**src/rtl/systolic_sched_if.sv**
```systemverilog
// Handshake and control bundle between the tile feeders, the result consumer,
// the systolic_array controls and the systolic_sched sequencer.
interface systolic_sched_if #(
  parameter int N_ROWS = 2,
  parameter int KW     = 16
);
  logic              start;
  logic [KW-1:0]     k_len;
  logic [N_ROWS-1:0] row_mask;
  logic              w_valid;
  logic              w_ready;
  logic              a_valid;
  logic              a_ready;
  logic              a_zero;
  logic              arr_en;
  logic              arr_clr;
  logic              arr_load_weight;
  logic [N_ROWS-1:0] arr_row_en;
  logic              res_valid;
  logic              res_ready;
  logic              busy;
  logic              done;
  logic [31:0]       busy_cycles;

  // Upstream side: DMA/buffer logic, result consumer and array observer
  modport master (
    output start, k_len, row_mask, w_valid, a_valid, res_ready,
    input  w_ready, a_ready, a_zero, arr_en, arr_clr, arr_load_weight,
           arr_row_en, res_valid, busy, done, busy_cycles
  );

  // Sequencer side
  modport slave (
    input  start, k_len, row_mask, w_valid, a_valid, res_ready,
    output w_ready, a_ready, a_zero, arr_en, arr_clr, arr_load_weight,
           arr_row_en, res_valid, busy, done, busy_cycles
  );
endinterface

```
**src/rtl/systolic_sched.sv**
```systemverilog
// Cycle-level sequencer for the row-stationary systolic array.
// A tile runs CLEAR -> LOAD_W -> STREAM (k_len beats) -> DRAIN (N_COLS+PIPE)
// -> RESULT. Array controls are decoded from the registered state so that a
// bubble on a_valid stalls the whole array in the same cycle.
module systolic_sched #(
  parameter int N_ROWS = 2,
  parameter int N_COLS = 2,
  parameter int PIPE   = 1,
  parameter int KW     = 16
) (
  input  logic            clk,
  input  logic            rst,
  systolic_sched_if.slave bus
);

  localparam int D  = N_COLS + PIPE;
  localparam int DW = (D > 1) ? $clog2(D) : 1;

  typedef enum logic [2:0] {
    S_IDLE   = 3'd0,
    S_CLEAR  = 3'd1,
    S_LOAD_W = 3'd2,
    S_STREAM = 3'd3,
    S_DRAIN  = 3'd4,
    S_RESULT = 3'd5
  } state_t;

  state_t            state_q;
  logic [KW-1:0]     beat_cnt_q;
  logic [KW-1:0]     k_len_q;
  logic [DW-1:0]     drain_cnt_q;
  logic [N_ROWS-1:0] mask_q;
  logic [31:0]       busy_cycles_q;

  // Tile sequencing FSM with its beat/drain counters and busy-cycle meter
  always_ff @(posedge clk) begin
    if (rst) begin
      state_q       <= S_IDLE;
      beat_cnt_q    <= {KW{1'b0}};
      k_len_q       <= {KW{1'b0}};
      drain_cnt_q   <= {DW{1'b0}};
      mask_q        <= {N_ROWS{1'b0}};
      busy_cycles_q <= 32'd0;
    end else begin
      if ((state_q != S_IDLE) && (busy_cycles_q != 32'hFFFF_FFFF)) begin
        busy_cycles_q <= busy_cycles_q + 32'd1;
      end
      case (state_q)
        S_IDLE: begin
          // The accepting cycle is counted as the first cycle of the operation.
          if (bus.start && (bus.k_len != {KW{1'b0}})) begin
            k_len_q       <= bus.k_len;
            mask_q        <= bus.row_mask;
            busy_cycles_q <= 32'd1;
            state_q       <= S_CLEAR;
          end
        end
        S_CLEAR: begin
          state_q <= S_LOAD_W;
        end
        S_LOAD_W: begin
          if (bus.w_valid) begin
            state_q <= S_STREAM;
          end
        end
        S_STREAM: begin
          if (bus.a_valid) begin
            // k_len_q is never 0 here, so the subtraction cannot wrap.
            if (beat_cnt_q == (k_len_q - {{(KW-1){1'b0}}, 1'b1})) begin
              beat_cnt_q <= {KW{1'b0}};
              state_q    <= S_DRAIN;
            end else begin
              beat_cnt_q <= beat_cnt_q + {{(KW-1){1'b0}}, 1'b1};
            end
          end
        end
        S_DRAIN: begin
          if (drain_cnt_q == DW'(D - 1)) begin
            drain_cnt_q <= {DW{1'b0}};
            state_q     <= S_RESULT;
          end else begin
            drain_cnt_q <= drain_cnt_q + {{(DW-1){1'b0}}, 1'b1};
          end
        end
        S_RESULT: begin
          if (bus.res_ready) begin
            state_q <= S_IDLE;
          end
        end
        default: begin
          state_q <= S_IDLE;
        end
      endcase
    end
  end

  // Decode array controls and handshakes from state; everything is 0 in reset
  always_comb begin
    bus.w_ready         = 1'b0;
    bus.a_ready         = 1'b0;
    bus.a_zero          = 1'b0;
    bus.arr_en          = 1'b0;
    bus.arr_clr         = 1'b0;
    bus.arr_load_weight = 1'b0;
    bus.arr_row_en      = {N_ROWS{1'b0}};
    bus.res_valid       = 1'b0;
    bus.busy            = 1'b0;
    bus.done            = 1'b0;
    bus.busy_cycles     = 32'd0;
    if (rst) begin
      bus.busy_cycles = 32'd0;
    end else begin
      bus.busy_cycles = busy_cycles_q;
      bus.busy        = (state_q != S_IDLE);
      bus.arr_row_en  = (state_q != S_IDLE) ? mask_q : {N_ROWS{1'b0}};
      case (state_q)
        S_IDLE: begin
          bus.busy = 1'b0;
        end
        S_CLEAR: begin
          bus.arr_clr = 1'b1;
          bus.arr_en  = 1'b1;
        end
        S_LOAD_W: begin
          bus.w_ready         = 1'b1;
          bus.arr_load_weight = bus.w_valid;
          bus.arr_en          = bus.w_valid;
        end
        S_STREAM: begin
          bus.a_ready = 1'b1;
          bus.arr_en  = bus.a_valid;
        end
        S_DRAIN: begin
          bus.arr_en = 1'b1;
          bus.a_zero = 1'b1;
        end
        S_RESULT: begin
          // res_ready only reaches done, never the upstream readies.
          bus.res_valid = 1'b1;
          bus.done      = bus.res_ready;
        end
        default: begin
          bus.busy = 1'b1;
        end
      endcase
    end
  end

endmodule

```
**src/flat_wrapper.sv**
```systemverilog
// flat-port wrapper written by rule: the top's interface ports become plain ports
module systolic_sched_flat 
#(
  parameter int N_ROWS = 2,
  parameter int N_COLS = 2,
  parameter int PIPE   = 1,
  parameter int KW     = 16
)
  (clk, rst, bus_start, bus_k_len, bus_row_mask, bus_w_valid, bus_a_valid, bus_res_ready, bus_w_ready, bus_a_ready, bus_a_zero, bus_arr_en, bus_arr_clr, bus_arr_load_weight, bus_arr_row_en, bus_res_valid, bus_busy, bus_done, bus_busy_cycles);
  systolic_sched_if #(.N_ROWS(N_ROWS), .KW(KW)) bus_i ();
  input  logic clk;
  input  logic rst;
  input wire logic [$bits(bus_i.start)-1:0] bus_start;
  input wire logic [$bits(bus_i.k_len)-1:0] bus_k_len;
  input wire logic [$bits(bus_i.row_mask)-1:0] bus_row_mask;
  input wire logic [$bits(bus_i.w_valid)-1:0] bus_w_valid;
  input wire logic [$bits(bus_i.a_valid)-1:0] bus_a_valid;
  input wire logic [$bits(bus_i.res_ready)-1:0] bus_res_ready;
  output wire logic [$bits(bus_i.w_ready)-1:0] bus_w_ready;
  output wire logic [$bits(bus_i.a_ready)-1:0] bus_a_ready;
  output wire logic [$bits(bus_i.a_zero)-1:0] bus_a_zero;
  output wire logic [$bits(bus_i.arr_en)-1:0] bus_arr_en;
  output wire logic [$bits(bus_i.arr_clr)-1:0] bus_arr_clr;
  output wire logic [$bits(bus_i.arr_load_weight)-1:0] bus_arr_load_weight;
  output wire logic [$bits(bus_i.arr_row_en)-1:0] bus_arr_row_en;
  output wire logic [$bits(bus_i.res_valid)-1:0] bus_res_valid;
  output wire logic [$bits(bus_i.busy)-1:0] bus_busy;
  output wire logic [$bits(bus_i.done)-1:0] bus_done;
  output wire logic [$bits(bus_i.busy_cycles)-1:0] bus_busy_cycles;
  assign bus_i.start = bus_start;
  assign bus_i.k_len = bus_k_len;
  assign bus_i.row_mask = bus_row_mask;
  assign bus_i.w_valid = bus_w_valid;
  assign bus_i.a_valid = bus_a_valid;
  assign bus_i.res_ready = bus_res_ready;
  assign bus_w_ready = bus_i.w_ready;
  assign bus_a_ready = bus_i.a_ready;
  assign bus_a_zero = bus_i.a_zero;
  assign bus_arr_en = bus_i.arr_en;
  assign bus_arr_clr = bus_i.arr_clr;
  assign bus_arr_load_weight = bus_i.arr_load_weight;
  assign bus_arr_row_en = bus_i.arr_row_en;
  assign bus_res_valid = bus_i.res_valid;
  assign bus_busy = bus_i.busy;
  assign bus_done = bus_i.done;
  assign bus_busy_cycles = bus_i.busy_cycles;
  systolic_sched #(.N_ROWS(N_ROWS), .N_COLS(N_COLS), .PIPE(PIPE), .KW(KW)) u_core (.clk(clk), .rst(rst), .bus(bus_i));
endmodule
```
**config.mk**
```make
export PLATFORM = sky130hd
export DESIGN_NAME = systolic_sched_flat
export DESIGN_NICKNAME = d
export VERILOG_FILES = /design/src/rtl/systolic_sched_if.sv /design/src/rtl/systolic_sched.sv /design/src/flat_wrapper.sv
export SDC_FILE = /design/constraint.sdc
export NUM_CORES = 1
export LEC_CHECK = 0
export CAP_MARGIN = 20
export CORE_ASPECT_RATIO = 0.9
export CORE_MARGIN = 2
export CORE_UTILIZATION = 53
export CTS_CLUSTER_DIAMETER = 100
export DETAILED_ROUTE_END_ITERATION = 16
export PLACE_DENSITY = 0.82
export SLEW_MARGIN = 25
export SYNTH_ARGS = -nofsm -noshare
export SYNTH_HDL_FRONTEND = slang
export SYNTH_SLANG_ARGS = --single-unit
```
**constraint.sdc**
```tcl
create_clock -name clk -period 6.55 [get_ports clk]
set_clock_uncertainty 0.1 [all_clocks]
set_input_delay 1.6375 -clock clk [delete_from_list [all_inputs] [get_ports clk]]
set_output_delay 1.6375 -clock clk [all_outputs]
set_load 0.03 [all_outputs]
```
==> impl_table.tex <==
\begin{tabular}{lr}
\hline
Metric & Value \\
\hline
\multicolumn{2}{l}{\textbf{Placement}} \\
\quad Final weighted congestion of routability-driven global placement & between 0.8 and 0.9 \\
\quad Placement-stage worst setup slack & roughly 1.4 ns \\
\quad Dpl hpwl & 7520 µm \\
\quad Post-Place Cells & 659 \\
\quad Number of buffers inserted by port buffering & 66 \\
\multicolumn{2}{l}{\textbf{Synth}} \\
\quad FFs w/ async S/R, synth & 0 \\
\quad Count of flip-flops with a built-in enable after synthesis & 0 \\
\quad Sequential share of the synthesized area & 0.326 \\
\quad Cell area after technology mapping & around 4400 µm² \\
\quad Count of state elements after synthesis & between 70 and 80 \\
\quad Main combinational cell family by area after synthesis & simple AND/OR/NAND/NOR gates \\
\quad Net Count, Synth & between 500 and 600 \\
\quad Gate count of the mapped netlist & between 500 and 600 \\
\quad Share of synthesized area spent on multiplexers & 0.0534 \\
\quad Post-synthesis xor/xnor area fraction & 0.104 \\
\quad Adder-cell area share of the yosys netlist & 0.00861 \\
\quad Dominant register cell in the synthesized netlist & dfxtp\_1 \\
\quad Number of warning messages in the yosys log & 0 \\
\quad Synthesized-area fraction occupied by and/or/nand/nor cells & 0.313 \\
\quad Compound-Gate Fraction of Synth Area & 0.133 \\
\quad Cell variety after synth & between 60 and 70 \\
\quad Syn Area/Cell & just over 8 µm² \\
\multicolumn{2}{l}{\textbf{Drt}} \\
\quad Final Routed Wirelength & around 11000 µm \\
\quad Final ANT Viol Nets & 0 \\
\quad DRC & 0 \\
\quad Routed WL per cell & $\sim$16 µm \\
\quad Drt first pass iters & 5 \\
\quad Violation count after the first detailed-routing iteration & 340 \\
\quad Total via count in the routed design & 4091 \\
\quad Vias per Instance & about 6.1 \\
\multicolumn{2}{l}{\textbf{Layout}} \\
\quad Synth-to-layout area growth & 18.7\% \\
\quad Most frequent standard cell in the layout excluding fill and tap cells & dfxtp\_1 \\
\quad Number of nets in the layout & $\sim$600 \\
\quad Highest-count cells in the layout ignoring fill and taps & 71 x dfxtp\_1, 65 x clkdlybuf4s50\_1, 64 x nor2\_1 \\
\quad FILL cells & between 600 and 700 \\
\quad Core occupancy in the finished layout & 0.644 \\
\quad Antenna Diode Count & 0 \\
\quad Non-filler instance count after layout & just under 700 \\
\quad Fraction of final layout cells with drive strength greater than 1 & 0.0607 \\
\multicolumn{2}{l}{\textbf{Clocking}} \\
\quad Maximum level of the CTS H-tree & 3 \\
\quad Post-CTS setup buffer count & 0 \\
\quad Insertion delay of the later-clocked pin in the worst-skew pair & about 0.35 ns \\
\quad Post-CTS clock slew at the launch and capture registers of the worst setup and hold paths & 0.07 ns \\
\quad \# clock sinks & slightly above 70 \\
\quad Clk root buf & clkbuf\_8 \\
\quad Clock buffers created by TritonCTS & 9 \\
\quad \# resized after CTS & 0 \\
\quad Number of hold buffers added after cts & 0 \\
\quad CTS tree & built \\
\quad Clock tree buffer depth & 2 \\
\multicolumn{2}{l}{\textbf{Critical path}} \\
\quad Startpoint of the most critical register-to-register path & u\_core.k\_len\_q[0]\$\_SDFFE\_PP0P\_ \\
\quad RR Endpoint & u\_core.beat\_cnt\_q[0]\$\_SDFFE\_PP0P\_ \\
\quad Depth of the worst register-to-register path & 9 \\
\quad Worst setup path end & bus\_arr\_row\_en[0] \\
\quad Startpoint Class & input pin \\
\quad Setup crit start & rst \\
\quad Worst path required time & 4.81 ns \\
\quad Reg2Reg Setup Slack & $\sim$3.3 ns \\
\quad Worst Path Arrival & approximately 3.5 ns \\
\quad Crit path capture type & output pin \\
\quad Largest fanout of any net on the critical path & 52 \\
\quad Setup Crit Path Kind & input pin to output pin \\
\multicolumn{2}{l}{\textbf{Flow run}} \\
\quad Max-Cap Viols & 0 \\
\multicolumn{2}{l}{\textbf{Pwr}} \\
\quad Part of the power in registers & 0.439 \\
\quad Net Switching & roughly 0.32 mW \\
\quad Total leakage power & 1.85 nW \\
\quad Internal power component & roughly 0.77 mW \\
\quad Sw Share & 0.296 \\
\quad Power density over the cells & around 210 nW/µm² \\
\quad Worst IR drop on VDD & between 100 and 150 µV \\
\quad Part of the power in the clock network & 0.359 \\
\quad Logic gate share of total power & 0.202 \\
\multicolumn{2}{l}{\textbf{Global route}} \\
\quad Total overflow reported by the global router & 0 \\
\quad Maximum number of pins on one net before global-route repair & 53 \\
\quad First-pass GRT wire length & between 15000 and 20000 µm \\
\quad Number of global-route vias before repair & $\sim$3900 \\
\quad GRT Overall Usage & 0.241 \\
\quad Number of antenna violations at the first check in global routing & 0 \\
\multicolumn{2}{l}{\textbf{Min path}} \\
\quad Worst Hold Class & register to register \\
\multicolumn{2}{l}{\textbf{Timing}} \\
\quad Actual slew at the worst max-slew pin & approximately 0.9 ns \\
\quad Worst path setup slack after routing & roughly 1.4 ns \\
\quad Hold violation total from the final report & 0 \\
\quad Clock period minus final worst setup slack & $\sim$5.2 ns \\
\quad Total setup violations reported at the end of the flow & 0 \\
\quad Count of pins over their slew limit & 0 \\
\quad Tightest slew margin relative to the limit & 0.404 \\
\quad Tcrit/Tclk final & 0.793 \\
\quad Setup tns final & 0 ns \\
\quad Unrepaired setup endpoints after global routing & false \\
\quad Final-layout worst hold slack & roughly 0.38 ns \\
\quad Achievable Freq & between 0.15 and 0.2 GHz \\
\multicolumn{2}{l}{\textbf{Status}} \\
\quad Outcome & completed \\
\multicolumn{2}{l}{\textbf{Floorplanning}} \\
\quad Core area & between 8000 and 9000 µm² \\
\quad Cell row count & 31 \\
\quad Die Outline Area & between 8000 and 9000 µm² \\
\quad Width of the die & between 90 and 100 µm \\
\quad Vertical die dimension & about 90 µm \\
\quad Count of boundary I/O pins & between 60 and 70 \\
\quad Starting density of the core & 0.543 \\
\hline
\end{tabular}
[per-layer routing]
layer | vias to the layer above | track usage | routed length [µm]
met5 | - | 0 | 0
met4 | 0 | 0.0708 | 172
li1 | 1969 | - | -
met2 | 144 | 0.378 | 5040
met3 | 18 | 0.0521 | 614
met1 | 1960 | 0.333 | 4880
[synthesized netlist by cell type (all sizes together) (2+ instances only)]
cell     instances  area [µm²]
dfxtp           71        1420
nor2            65         246
nand2           34         128
nor2b           34         213
xnor2           32         280
a21oi           24         120
clkbuf          22        86.3
nand3           22         115
mux2i           21         210
xor2            17         149
inv             16        60.1
a211oi          15         113
nand4           15        93.8
buf             14         125
nor3            13        76.3
and3            10        62.6
or3             10        67.6
and4             9        80.1
nor4             7        58.8
o21ai            7        35.0
o211ai           6        45.0
or4              6        45.0
nor4b            5        43.8
nand3b           4        30.0
nor3b            4        30.0
a31oi            3        18.8
ha               3        37.5
o2111ai          3        26.3
o22ai            3        18.8
a211o            2        20.0
a21boi           2        15.0
a41oi            2        17.5
and2             2        12.5
and4b            2        20.0
mux2             2        22.5
nand2b           2        12.5
or2              2        12.5
[worst max-delay path: stages]
cell	delay, ns
buf_2	0.66
inv_1	0.28
and3_1	0.25
clkdlybuf4s50_1	0.59
[power by group through the flow]
| stage | sequential, mW | clock, mW | combinational, mW |
|---|---|---|---|
| 2_1_floorplan | 0.471 | 0 | 0.185 |
| 3_3_place_gp | 0.487 | 0 | 0.210 |
| 3_5_place_dp | 0.488 | 0 | 0.218 |
| 4_1_cts | 0.478 | 0.396 | 0.219 |
| 5_1_grt | 0.482 | 0.417 | 0.242 |
| 6_report | 0.479 | 0.392 | 0.221 |
[logic make-up after synthesis]
group	count (synthesis)
xor+xnor	50
fa+ha+maj	3
buf+inv	52
mux	23
compound gates	81
flops	71
simple gates	248
[sequential cells by signal, summed over array words and instances, names as in the netlist]
register / cells
u_core.state_q: 3
u_core.mask_q: 2
u_core.beat_cnt_q: 16
u_core.drain_cnt_q: 2
u_core.k_len_q: 16
u_core.busy_cycles_q: 32
[cell type report]
cell class	instances	area, µm²	area share
clock buffers	11	141	0.0273
clock inverters	5	81.3	0.0157
inverters	16	60.1	0.0116
multi-input cells	405	2670	0.516
flip-flops and latches	71	1420	0.275
well taps	99	124	0.0239
repair buffers	69	678	0.131
[worst min-delay path by stage]
stage                                    end                           from  cells after the start
2_1_floorplan  u_core.mask_q[0]$_SDFFE_PP0P_  u_core.mask_q[0]$_SDFFE_PP0P_                      2
3_3_place_gp   u_core.mask_q[0]$_SDFFE_PP0P_  u_core.mask_q[0]$_SDFFE_PP0P_                      2
3_5_place_dp   u_core.mask_q[0]$_SDFFE_PP0P_  u_core.mask_q[0]$_SDFFE_PP0P_                      2
4_1_cts        u_core.mask_q[0]$_SDFFE_PP0P_  u_core.mask_q[0]$_SDFFE_PP0P_                      2
5_1_grt        u_core.mask_q[1]$_SDFFE_PP0P_  u_core.mask_q[1]$_SDFFE_PP0P_                      2
6_report       u_core.mask_q[1]$_SDFFE_PP0P_  u_core.mask_q[1]$_SDFFE_PP0P_                      2
[through the flow]
stage / total power, mW / area [µm²]
CTS: 1.09 / 5170
global placement: 0.697 / 4940
detailed placement: 0.706 / 4940
global route: 1.14 / 5170
finish: 1.09 / 5170
floorplan: 0.655 / 4360
(Power assumes the default switching activity.)
